## src/rtl/enc_seg_display.sv

```systemverilog
// enc_seg_display: shows an 8-bit value on a 4-digit multiplexed 7-segment display.
// A free-running converter turns the value into decimal digits with double-dabble
// (or into hex digits) and publishes all four digits at once. A refresh counter
// then steps through the digits, one at a time.
//
// Ports:
//   clk       system clock, rising edge
//   rst_n     asynchronous active-low reset
//   disp_val  value to display, 0..255
//   swt       display mode: 0 = decimal, 1 = hexadecimal
//   anode     registered active-low digit enables, bit 0 = rightmost digit
//   seg_out   registered active-low segments {g,f,e,d,c,b,a}
module enc_seg_display #(
  parameter int unsigned DIV_BITS = 16
) (
  input  logic       clk,
  input  logic       rst_n,
  input  logic [7:0] disp_val,
  input  logic       swt,
  output logic [3:0] anode,
  output logic [6:0] seg_out
);

  typedef enum logic [1:0] {StIdle, StLoad, StShift, StDone} state_e;

  // A digit code is a 4-bit glyph value; bit 4 set means blank.
  localparam logic [4:0] DigBlank = 5'h10;

  state_e             state_q, state_d;
  logic [7:0]         val_q, val_d;      // captured value, used by hex mode
  logic               mode_q, mode_d;    // captured swt
  logic [7:0]         bin_q, bin_d;      // binary bits still to be shifted in
  logic [11:0]        bcd_q, bcd_d;
  logic [2:0]         step_q, step_d;
  logic [3:0][4:0]    dig_q, dig_d;
  logic [DIV_BITS-1:0] refresh_q, refresh_d;
  logic [1:0]         idx_q, idx_d;
  logic [3:0]         anode_q, anode_d;
  logic [6:0]         seg_q, seg_d;

  logic [11:0]        bcd_adj;
  logic [3:0]         hund, tens, ones;

  function automatic logic [6:0] seg_enc(input logic [4:0] dig);
    logic [6:0] seg;
    case (dig)
      5'h00:   seg = 7'b1000000;
      5'h01:   seg = 7'b1111001;
      5'h02:   seg = 7'b0100100;
      5'h03:   seg = 7'b0110000;
      5'h04:   seg = 7'b0011001;
      5'h05:   seg = 7'b0010010;
      5'h06:   seg = 7'b0000010;
      5'h07:   seg = 7'b1111000;
      5'h08:   seg = 7'b0000000;
      5'h09:   seg = 7'b0010000;
      5'h0a:   seg = 7'b0001000;
      5'h0b:   seg = 7'b0000011;
      5'h0c:   seg = 7'b1000110;
      5'h0d:   seg = 7'b0100001;
      5'h0e:   seg = 7'b0000110;
      5'h0f:   seg = 7'b0001110;
      default: seg = 7'b1111111;
    endcase
    return seg;
  endfunction

  // Double-dabble correction: any BCD nibble >= 5 gets +3 before the shift.
  always_comb begin
    bcd_adj = bcd_q;
    for (int i = 0; i < 3; i++) begin
      if (bcd_q[4*i +: 4] >= 4'd5) begin
        bcd_adj[4*i +: 4] = bcd_q[4*i +: 4] + 4'd3;
      end
    end
  end

  assign hund = bcd_q[11:8];
  assign tens = bcd_q[7:4];
  assign ones = bcd_q[3:0];

  // Converter: IDLE -> LOAD -> SHIFT x8 -> DONE, repeating every 11 clocks.
  always_comb begin
    state_d = state_q;
    val_d   = val_q;
    mode_d  = mode_q;
    bin_d   = bin_q;
    bcd_d   = bcd_q;
    step_d  = step_q;
    dig_d   = dig_q;
    unique case (state_q)
      StIdle: begin
        state_d = StLoad;
      end
      StLoad: begin
        val_d   = disp_val;
        mode_d  = swt;
        bin_d   = disp_val;
        bcd_d   = '0;
        step_d  = '0;
        state_d = StShift;
      end
      StShift: begin
        bcd_d  = {bcd_adj[10:0], bin_q[7]};
        bin_d  = {bin_q[6:0], 1'b0};
        step_d = step_q + 3'd1;
        if (step_q == 3'd7) begin
          state_d = StDone;
        end
      end
      StDone: begin
        // All four digits change together so the display never mixes results.
        dig_d[3] = DigBlank;
        if (mode_q) begin
          dig_d[2] = DigBlank;
          dig_d[1] = {1'b0, val_q[7:4]};
          dig_d[0] = {1'b0, val_q[3:0]};
        end else begin
          dig_d[2] = (hund == 4'd0) ? DigBlank : {1'b0, hund};
          dig_d[1] = (hund == 4'd0 && tens == 4'd0) ? DigBlank : {1'b0, tens};
          dig_d[0] = {1'b0, ones};
        end
        state_d = StIdle;
      end
      default: begin
        state_d = StIdle;
      end
    endcase
  end

  // Scan: advance the digit index each time the refresh counter wraps.
  always_comb begin
    refresh_d = refresh_q + 1'b1;
    idx_d     = idx_q;
    if (&refresh_q) begin
      idx_d = idx_q + 2'd1;
    end
    anode_d = ~(4'b0001 << idx_q);
    seg_d   = seg_enc(dig_q[idx_q]);
  end

  always_ff @(posedge clk or negedge rst_n) begin
    if (!rst_n) begin
      state_q   <= StIdle;
      val_q     <= '0;
      mode_q    <= 1'b0;
      bin_q     <= '0;
      bcd_q     <= '0;
      step_q    <= '0;
      dig_q     <= {4{DigBlank}};
      refresh_q <= '0;
      idx_q     <= '0;
      anode_q   <= 4'b1111;
      seg_q     <= 7'b1111111;
    end else begin
      state_q   <= state_d;
      val_q     <= val_d;
      mode_q    <= mode_d;
      bin_q     <= bin_d;
      bcd_q     <= bcd_d;
      step_q    <= step_d;
      dig_q     <= dig_d;
      refresh_q <= refresh_d;
      idx_q     <= idx_d;
      anode_q   <= anode_d;
      seg_q     <= seg_d;
    end
  end

  assign anode   = anode_q;
  assign seg_out = seg_q;

endmodule

```

## config.mk

```make
export PLATFORM = sky130hd
export DESIGN_NAME = enc_seg_display
export DESIGN_NICKNAME = d
export VERILOG_FILES = /design/src/rtl/enc_seg_display.sv
export SDC_FILE = /design/constraint.sdc
export NUM_CORES = 1
export LEC_CHECK = 0
export ABC_AREA = 1
export BUFFER_PORTS_ARGS = -buffer_cell sky130_fd_sc_hd__buf_4
export CAP_MARGIN = 20
export CORE_MARGIN = 2
export CORE_UTILIZATION = 30
export CTS_CLUSTER_SIZE = 8
export DETAILED_ROUTE_END_ITERATION = 8
export PLACE_DENSITY = 0.43
export SLEW_MARGIN = 20
export SYNTH_ARGS = -nofsm -noshare
export SYNTH_HDL_FRONTEND = slang
export SYNTH_SLANG_ARGS = --single-unit
export TNS_END_PERCENT = 10
```

## constraint.sdc

```tcl
create_clock -name clk -period 2.7 [get_ports clk]
set_clock_uncertainty 0.2 [all_clocks]
set_input_delay 0.405 -clock clk [delete_from_list [all_inputs] [get_ports clk]]
set_output_delay 0.405 -clock clk [all_outputs]
set_load 0.1 [all_outputs]
```

==> impl_metrics.toml <==
[grt]
track_usage_pct = 13.0
grt_max_degree = 41
grt_pass1_vias = 2943
antenna_found_initial = 0
grt-ovfl-total = 0
grt_first_pass_wirelength_microns = 14600

[critical_path]
path_max_fanout = 12
start_kind = "flip-flop"
cp_common_cell = "nor2_1"
worstSetupPathType = "reg -> reg"
cp-end-kind = "flip-flop"
r2r-start = "idx_q[0]"
critPathBufInv = 2
crit_path_start = "idx_q[0]"
crit_path_cell_trace = "inv_8, nand2_4, nor2_1, a21oi_4, inv_1, ha_1, nand3_1, nor2_1, nor2_1, nand3_1"
cpLargestDelayFamily = "flip-flops"
r2r_slack_ps = 650
max_stage_delay_ps = 650
r2r-end = "seg_out[0]"
cp.depth = 10
cp.required_ps = 2770
crit_arrival_ps = 2110
slowest_stage = "dfrtp_1"
rr_worst_depth = 10

[synth]
synth_area_leaders = "dfrtp_1, dfstp_2, nand2_1"
synth_flop_cell = "dfrtp_1"
syn_area_per_cell_sq_um = 9.02
synth_top_area_share_pct = 40.1
ys_types = 39
yosysWarnings = 0
seq_area_frac_synth_pct = 49.3
synth_top_cell_by_area = "dfrtp_1"
syn-cell-area_sq_mm = 0.00399
ys_ff_latch = 78
synth_nets = 478
synth_edf_count = 0
netlist_instances = 443
synthArstFlopShare_pct = 100

[timing]
relSlewSlack_pct = 62.4
slew_viol_final = 0
setup_viol = 0
finalCritPeriodShare_pct = 75.9
period_minus_slack_ps = 2050
hold_viol = 0
setup_tns_ps = 0
tightest_slew_ps = 564
grt_setup_unrepaired = "no"
max_freq_ghz = 0.488

[power_and_ir_drop]
sw_frac_of_total_pct = 32.3
p_total_mw = 3.12
power.share.sequential_pct = 42.6
peakVddDrop_mv = 0.254
comb_power_share_pct = 20.2
intPower_mw = 2.11
leakage_nw = 2.22
p_per_area_mw_per_mm2 = 670
p_sw_mw = 1.01
clkPwrFrac_pct = 37.2

[clock_tree]
cts_root_buf = "clkbuf_16"
clock_latency_ps = 340
clockBufferDepth = 2
cts_buffers = 9
h-tree-depth = 3
post-cts-setup-buffer-count = 0
cts.sinks = 78
cts.reportedPaths.clkPinSlew_ps = 60
cts_tree = "yes"

[floorplan]
die_w_microns = 119
rows = 42
core_sq_mm = 0.0131
die-area_sq_mm = 0.0143
die_h_microns = 119
start_util_pct = 30.4
io_pins = 22

[routing]
wl_met1_microns = 4190
wl_met2_microns = 3710
drc = 0
route.met3.wl_microns = 231
vias_per_cell = 4.53
highest_layer = "met4"
vias = 2947
totalWireLength_microns = 8290
postRouteAntennaNets = 0
drt-initial-drc-count = 118
firstDrtPassIters = 4
wl_per_cell_microns = 12.7

[placement]
place.gp.congestion = 0.809
hpwlAfterDp_microns = 6170
numPortBuffers = 21

[finish]
utilization_pct = 35.4
area_growth_pct = 16.6
fillCellCount = 1370
n_antenna_cell = 0
fin_nets = 505
final_layout_size_suffix_gt1_share_pct = 17.5

[min_path]
worst_hold_path_type = "in -> reg"
min_from = "swt"
holdPathStages = 3
hold-path-endpoint = "mode_q"

[run_status]
status = "finished, final reports clean"

[job]
maxCapViolCount = 0
flip-flops by register name, indices dropped and copies added, names as in the netlist:
name	flops
refresh_q	16
bcd_q	12
mode_q	1
anode	4
state_q	2
bin_q	8
seg_out	7
idx_q	2
val_q	8
step_q	3
dig_q	15
kinds of logic (layout without fill, tap and decap cells):
logic type | after synthesis | count (layout) | synth area share, %
XOR/XNOR | 16 | 16 | 3.51
flip-flops | 78 | 78 | 49.3
AND/OR/NAND/NOR | 177 | 177 | 21.0
adder cells (fa/ha/maj) | 24 | 24 | 7.52
AO/OA/AOI/OAI | 75 | 75 | 11.2
buffers and inverters | 73 | 105 | 7.52
metrics by stage:
| step | hold WS (ps) | instances | setup slack, ps | area [sq um] |
|---|---|---|---|---|
| 5_1_grt | 78.6 | 651 | 494 | 4660 |
| 2_1_floorplan | -90.6 | 443 | 947 | 3990 |
| 3_3_place_gp | 236 | 634 | 714 | 4360 |
| 4_1_cts | 73.3 | 651 | 633 | 4660 |
| 3_5_place_dp | 234 | 634 | 638 | 4360 |
| 6_report | 82.1 | 651 | 652 | 4660 |
cells in the mapped netlist, types with 5 or more instances:
cell	instances
a21oi_1	20
clkbuf_1	5
inv_1	59
nand3_1	29
o21ai_0	28
dfstp_2	14
nand2_1	88
nand2_2	5
o22ai_1	10
ha_1	24
o211ai_1	7
xor2_1	12
dfrtp_1	64
nor2_1	35
per-layer routing:
layer | up-vias | track usage [%]
met2 | 34 | 20.1
li1 | 1488 | -
met5 | - | 0
met1 | 1413 | 17.3
met3 | 12 | 3.21
met4 | 0 | 5.74
tightest hold or removal path: stages:
cell and delay, ps:
buf_4 80, nand2_1 40, o21ai_0 60
worst max path at each step:
| stage | to | slack (ps) |
|---|---|---|
| 2_1_floorplan | seg_out[0] | 950 |
| 3_3_place_gp | seg_out[0] | 710 |
| 3_5_place_dp | seg_out[0] | 640 |
| 4_1_cts | seg_out[0] | 630 |
| 5_1_grt | seg_out[0] | 490 |
| 6_report | seg_out[0] | 650 |
cells in the final DEF, fill, tap and decap left out, types with 2 or more instances in the layout:
| master | synthesis | final |
|---|---|---|
| o22ai_1 | 10 | 10 |
| clkbuf_8 | 0 | 2 |
| xnor2_1 | 4 | 4 |
| nor2_4 | 2 | 2 |
| nand2_1 | 88 | 88 |
| o211ai_1 | 7 | 7 |
| nor2_2 | 4 | 4 |
| o21ai_0 | 28 | 28 |
| clkinvlp_4 | 0 | 2 |
| nand3_2 | 3 | 3 |
| ha_1 | 24 | 24 |
| xor2_1 | 12 | 12 |
| nor2_1 | 35 | 35 |
| buf_4 | 1 | 23 |
| a22o_1 | 2 | 2 |
| dfstp_2 | 14 | 14 |
| nand3_1 | 29 | 29 |
| nor3_2 | 2 | 2 |
| dfrtp_1 | 64 | 64 |
| inv_4 | 2 | 2 |
| nand4_1 | 2 | 2 |
| clkbuf_16 | 0 | 9 |
| o221ai_1 | 2 | 2 |
| nand2_2 | 5 | 5 |
| inv_1 | 59 | 59 |
| clkinv_2 | 0 | 2 |
| a21oi_1 | 20 | 20 |
| nand2_4 | 4 | 4 |
power by group through the flow:
| stage | Sequential (mW) | Clock (mW) | Combinational, mW |
|---|---|---|---|
| after global routing | 1.34 | 1.26 | 0.684 |
| after detailed placement | 1.35 | 0 | 0.637 |
| after CTS | 1.33 | 1.21 | 0.639 |
| final | 1.33 | 1.16 | 0.631 |
| after global placement | 1.35 | 0 | 0.638 |
| after floorplan | 1.62 | 0 | 0.216 |
what timing repair did:
action	4_1_cts	5_1_grt
hold buffers	1	0
setup endpoints to repair	0	0
endpoints found under the hold margin	28	0
resized for setup	0	0
final cells by class:
type	instances	area [sq um]	area share (%)
Sequential cell	78	1970	42.3
Multi-Input combinational cell	292	1720	37.0
Clock buffer	11	253	5.43
Inverter	64	253	5.43
Tap cell	176	220	4.73
Timing Repair Buffer	25	203	4.35
Clock inverter	5	33.8	0.726
Note: power is estimated with default switching activity, not from simulation.
